==> config.mk <==
export PLATFORM = sky130hd
export DESIGN_NAME = aud_ctrl
export DESIGN_NICKNAME = d
export VERILOG_FILES = /design/src/rtl/aud_ctrl.sv
export SDC_FILE = /design/constraint.sdc
export NUM_CORES = 1
export LEC_CHECK = 0
export ABC_AREA = 1
export BUFFER_PORTS_ARGS = -buffer_cell sky130_fd_sc_hd__buf_2
export CAP_MARGIN = 25
export CORE_AREA = 5 5 116 63
export DETAILED_ROUTE_END_ITERATION = 8
export DIE_AREA = 0 0 121 68
export GPL_TIMING_DRIVEN = 0
export MAX_ROUTING_LAYER = met4
export PLACE_DENSITY = 0.78
export SETUP_SLACK_MARGIN = 0.5
export SLEW_MARGIN = 15
export SYNTH_ARGS = -nofsm -noshare
export SYNTH_HDL_FRONTEND = slang
export SYNTH_SLANG_ARGS = --single-unit
==> constraint.sdc <==
create_clock -name i_clk -period 2.11 [get_ports i_clk]
set_input_delay 0.5275 -clock i_clk [delete_from_list [all_inputs] [get_ports i_clk]]
set_output_delay 0.5275 -clock i_clk [all_outputs]
set_load 0.02 [all_outputs]
==> src/rtl/aud_ctrl.sv <==
// Audio path sequencer: user start/pause/stop -> one-cycle recorder/DSP pulses, SRAM port mux, end-address latch, elapsed-seconds timer.
// Pulses and state appear one cycle after the request edge; there is no backpressure, and requests not legal in the current state are dropped.
module aud_ctrl #(
  parameter int                ADDR_W      = 20,
  parameter logic [ADDR_W-1:0] MAX_ADDR    = '1,
  parameter int                SAMPLE_RATE = 32000,
  parameter int                SEC_W       = 10
) (
  input  logic              i_clk,
  input  logic              i_rst,
  input  logic              i_mode,
  input  logic              i_start,
  input  logic              i_pause,
  input  logic              i_stop,
  input  logic              i_lrc,
  input  logic [ADDR_W-1:0] i_rec_addr,
  input  logic [ADDR_W-1:0] i_play_addr,
  input  logic              i_play_done,
  output logic              o_rec_start,
  output logic              o_rec_pause,
  output logic              o_rec_stop,
  output logic              o_dsp_start,
  output logic              o_dsp_pause,
  output logic              o_dsp_stop,
  output logic              o_player_en,
  output logic [ADDR_W-1:0] o_sram_addr,
  output logic              o_sram_we_n,
  output logic [ADDR_W-1:0] o_end_addr,
  output logic [SEC_W-1:0]  o_seconds,
  output logic [2:0]        o_state
);

  localparam int CNT_W = (SAMPLE_RATE > 1) ? $clog2(SAMPLE_RATE) : 1;
  localparam logic [CNT_W-1:0] CNT_MAX = CNT_W'(SAMPLE_RATE - 1);

  typedef enum logic [2:0] {
    S_IDLE       = 3'd0,
    S_REC        = 3'd1,
    S_REC_PAUSE  = 3'd2,
    S_PLAY       = 3'd3,
    S_PLAY_PAUSE = 3'd4
  } state_t;

  state_t             state_q, state_d;
  logic               rec_start_q, rec_pause_q, rec_stop_q;
  logic               dsp_start_q, dsp_pause_q, dsp_stop_q;
  logic               rec_start_d, rec_pause_d, rec_stop_d;
  logic               dsp_start_d, dsp_pause_d, dsp_stop_d;
  logic               latch_end;
  logic [ADDR_W-1:0]  end_addr_q;
  logic               lrc_q;
  logic [CNT_W-1:0]   cnt_q;
  logic [SEC_W-1:0]   sec_q;
  logic               lrc_rise;
  logic               counting;
  logic               clear_timer;

  always_comb begin
    state_d     = state_q;
    rec_start_d = 1'b0;
    rec_pause_d = 1'b0;
    rec_stop_d  = 1'b0;
    dsp_start_d = 1'b0;
    dsp_pause_d = 1'b0;
    dsp_stop_d  = 1'b0;
    latch_end   = 1'b0;
    unique case (state_q)
      S_IDLE: begin
        // Play with nothing recorded is silently dropped.
        if (i_start && i_mode) begin
          state_d     = S_REC;
          rec_start_d = 1'b1;
        end else if (i_start && (end_addr_q != '0)) begin
          state_d     = S_PLAY;
          dsp_start_d = 1'b1;
        end
      end
      S_REC: begin
        if (i_stop || (i_rec_addr == MAX_ADDR)) begin
          state_d    = S_IDLE;
          rec_stop_d = 1'b1;
          latch_end  = 1'b1;
        end else if (i_pause) begin
          state_d     = S_REC_PAUSE;
          rec_pause_d = 1'b1;
        end
      end
      S_REC_PAUSE: begin
        if (i_stop) begin
          state_d    = S_IDLE;
          rec_stop_d = 1'b1;
          latch_end  = 1'b1;
        end else if (i_start) begin
          state_d     = S_REC;
          rec_start_d = 1'b1;
        end
      end
      S_PLAY: begin
        if (i_stop || i_play_done) begin
          state_d    = S_IDLE;
          dsp_stop_d = 1'b1;
        end else if (i_pause) begin
          state_d     = S_PLAY_PAUSE;
          dsp_pause_d = 1'b1;
        end
      end
      S_PLAY_PAUSE: begin
        if (i_stop) begin
          state_d    = S_IDLE;
          dsp_stop_d = 1'b1;
        end else if (i_start) begin
          state_d     = S_PLAY;
          dsp_start_d = 1'b1;
        end
      end
      default: state_d = S_IDLE;
    endcase
  end

  assign lrc_rise    = i_lrc & ~lrc_q;
  assign counting    = lrc_rise && ((state_q == S_REC) || (state_q == S_PLAY));
  assign clear_timer = (state_q == S_IDLE) && (state_d != S_IDLE);

  always_ff @(posedge i_clk) begin
    if (i_rst) begin
      state_q     <= S_IDLE;
      rec_start_q <= 1'b0;
      rec_pause_q <= 1'b0;
      rec_stop_q  <= 1'b0;
      dsp_start_q <= 1'b0;
      dsp_pause_q <= 1'b0;
      dsp_stop_q  <= 1'b0;
      end_addr_q  <= '0;
      lrc_q       <= 1'b0;
      cnt_q       <= '0;
      sec_q       <= '0;
    end else begin
      state_q     <= state_d;
      rec_start_q <= rec_start_d;
      rec_pause_q <= rec_pause_d;
      rec_stop_q  <= rec_stop_d;
      dsp_start_q <= dsp_start_d;
      dsp_pause_q <= dsp_pause_d;
      dsp_stop_q  <= dsp_stop_d;
      lrc_q       <= i_lrc;
      if (latch_end) end_addr_q <= i_rec_addr;
      if (clear_timer) begin
        cnt_q <= '0;
        sec_q <= '0;
      end else if (counting) begin
        if (cnt_q == CNT_MAX) begin
          cnt_q <= '0;
          if (sec_q != '1) sec_q <= sec_q + SEC_W'(1);
        end else begin
          cnt_q <= cnt_q + CNT_W'(1);
        end
      end
    end
  end

  // SRAM ownership follows the registered state only.
  assign o_sram_addr = ((state_q == S_REC) || (state_q == S_REC_PAUSE)) ? i_rec_addr : i_play_addr;
  assign o_sram_we_n = (state_q != S_REC);
  assign o_player_en = (state_q == S_PLAY);
  assign o_end_addr  = end_addr_q;
  assign o_seconds   = sec_q;
  assign o_state     = state_q;
  assign o_rec_start = rec_start_q;
  assign o_rec_pause = rec_pause_q;
  assign o_rec_stop  = rec_stop_q;
  assign o_dsp_start = dsp_start_q;
  assign o_dsp_pause = dsp_pause_q;
  assign o_dsp_stop  = dsp_stop_q;

endmodule

==> results_dict.tcl <==
set metrics [dict create \
    cts.htree.levels 2 \
    setup_viol 20 \
    worstPathArrival_ns 1.69 \
    die_area_mm2 0.008228 \
    synth.area.top_cells "dfxtp_1 38%, nor2_1 13%, nand2_1 11%" \
    rsz0062_at_grt "true" \
    fill_cells 459 \
    pin_count 109 \
    synth_top_area_share_pct 37.54 \
    comb_power_share_pct 47.1 \
    synth.most_common_cell "nor2_1" \
    finalWirelength_mm 10.54 \
    n_antenna_cell 0 \
    finalPower_mw 3.882 \
    fin_area_mm2 0.004593 \
    fp.dieW_um 121 \
    yosysSeqAreaShare_pct 37.54 \
    yosys_register_bits 55 \
    async_reset_ff_share_pct 0 \
    syn_inst 420 \
    max_freq_ghz 0.4507 \
    yosys_warnings 0 \
    syn-num-nets 470 \
    ys_top_cells_by_count "102 x nor2_1, 88 x nand2_1, 55 x dfxtp_1" \
    timing_worst_setup_path_type "register to output pin" \
    clkPwrFrac_pct 22.0 \
    grt_max_degree 17 \
    area_growth_syn_to_layout_pct 56.61 \
    hold_path.class "register to register" \
    cts_made_buffers 5 \
    chipHeight_um 68 \
    drive_above_1_share_pct 40.71 \
    p_leak_nw 2.067 \
    cts_buffer_depth 2 \
    worst_pin_slew_ns 0.5839 \
    initial_utilization_pct 46.31 \
    core_mm2 0.006332 \
    p_int_mw 2.477 \
    clk_pin_slew_ns 0.07 \
    outcome "complete, but fails checks" \
    post-route-drc-count 0 \
    violations "negative setup slack" \
    antenna_found_initial 0 \
    powerDensity_mw_per_mm2 845.1 \
    cp-end-kind "output pin" \
    postPlaceCellArea_mm2 0.003715 \
    nets 614 \
    cp.required_ns 1.58 \
    cap_violations 0 \
    fin_crit_ns 2.219 \
    skew_ns 0.003291 \
    ant_nets 0 \
    syn-cell-area_mm2 0.002933 \
    hpwl_mm 6.900 \
    vias 3460 \
    place.gp.congestion 0.9307 \
    synth.largest_area_cell "dfxtp_1" \
    drt-pass1-iter-count 5 \
    gr-usage-all-layers_pct 24.86 \
    numClockSinks 55 \
    vias_per_cell 5.266 \
    start_kind "register" \
    hold_viol 0 \
    grt_pass1_vias 3139 \
    grt_first_pass_wirelength_mm 15.58 \
    yosysUniqueCellTypes 35 \
    drt-wirelength-per-cell_um 16.05 \
    synth_ff_type "dfxtp_1" \
    port-buffer-count 107 \
    avgSynthCellArea_um2 6.983 \
    cts_root_buf "clkbuf_16" \
    post-route-period-util_pct 105.1 \
    num_rows 21 \
    p_seq_share_pct 30.9 \
    cts_tree "yes" \
    power_switching_mw 1.405 \
    drv_slew 0 \
    synth_edf_count 0 \
    crit_path_max_fanout 5 \
    irDropWorstVdd_v 0.0006163 \
    overflow 0 \
    relSlewSlack_pct 61.07 \
    p_sw_share_pct 36.18 \
    clkLatencyLatePin_ns 0.29 \
    setup_ws_ns -0.1086 \
    initialDrtViolationCount 335 \
]
worst paths after layout:
check                                   from        endpoint  slack (ns)  cells past startpoint
worst max-delay path              o_state[2]  o_sram_addr[4]       -0.11                      8
worst min-delay path            o_seconds[3]    o_seconds[3]        0.50                      2
worst max register to register    o_state[0]        cnt_q[1]        0.32                     10
worst min register to register  o_seconds[3]    o_seconds[3]        0.50                      2
state kept, by name, indices dropped and copies added (netlist names):
signal and cells:
cnt_q 15, lrc_q 1, o_dsp_pause 1, o_dsp_start 1
o_dsp_stop 1, o_end_addr 20, o_rec_pause 1, o_rec_start 1
o_rec_stop 1, o_seconds 10, o_state 3
cells in the final DEF, fill, tap and decap left out, types with 9 or more instances in the layout:
| cell | n |
|---|---|
| a21oi_1 | 17 |
| buf_2 | 84 |
| buf_4 | 16 |
| buf_6 | 38 |
| dfxtp_1 | 45 |
| inv_1 | 24 |
| mux2_4 | 20 |
| nand2_1 | 82 |
| nand3_1 | 15 |
| nand4_1 | 12 |
| nor2_1 | 94 |
| o21ai_1 | 11 |
| o21ai_2 | 9 |
final cells by class:
cell class                      instances  area (um2)  share of cell area, %
Multi-Input combinational cell        326        1981                  43.12
Sequential cell                        55        1129                  24.57
Timing Repair Buffer                  135       975.9                  21.25
Clock buffer                            7       142.6                  3.105
Inverter                               30       122.6                  2.670
Buffer                                 11       118.9                  2.588
Tap cell                               92       115.1                  2.506
Clock inverter                          1       8.758                 0.1907
metrics by stage:
stage | hold WS (ns) | setup WS (ns) | utilization, % | std cells | TNS (ns)
final | 0.4975 | -0.1086 | 72.54 | 657 | -2.029
after global routing | 0.5143 | -0.1647 | 72.54 | 657 | -3.083
after CTS | 0.4948 | -0.07006 | 67.89 | 645 | -1.210
after detailed placement | 0.4855 | 0.09715 | 58.66 | 619 | 0
after global placement | 0.4794 | 0.1524 | 58.66 | 619 | 0
after floorplan | 0.4889 | 0.3062 | - | 420 | 0
power by group through the flow:
stage / Sequential, mW / Combinational [mW] / Clock, mW
4_1_cts: 1.20 / 1.64 / 0.863
6_report: 1.20 / 1.83 / 0.854
3_3_place_gp: 1.22 / 1.23 / 0
5_1_grt: 1.21 / 1.91 / 0.922
2_1_floorplan: 1.31 / 0.790 / 0
3_5_place_dp: 1.22 / 1.25 / 0
worst max-delay path, cell delays in order, from the launching register on:
cell	delay, ns
dfxtp_4	0.36
inv_6	0.06
nand2_4	0.05
nor2_4	0.15
inv_4	0.07
nand2_8	0.11
buf_12	0.14
mux2_4	0.31
buf_6	0.13
kinds of logic after synthesis:
logic type | synth area share [%]
AO/OA/AOI/OAI | 9.087
XOR/XNOR | 2.986
adder cells (fa/ha/maj) | 0.8531
buffers and inverters | 6.015
flip-flops | 37.54
multiplexers | 7.679
AND/OR/NAND/NOR | 35.84
timing repair:
action | CTS | global route
endpoints found under the hold margin | 0 | 0
gates resized for setup | 77 | 78
gates cloned | 4 | 4
buffers inserted | 14 | 8
pin swaps | 8 | 15
hold buffers | 0 | 0
setup endpoints to repair | 40 | 70
per-layer routing:
layer	track usage, %	routed length (um)	up-vias
met5	-	0	-
met4	7.345	206	0
met3	4.872	843	22
met2	38.22	4730	175
met1	33.52	4763	1599
li1	-	-	1664
Power figures use the tool's default switching activity.
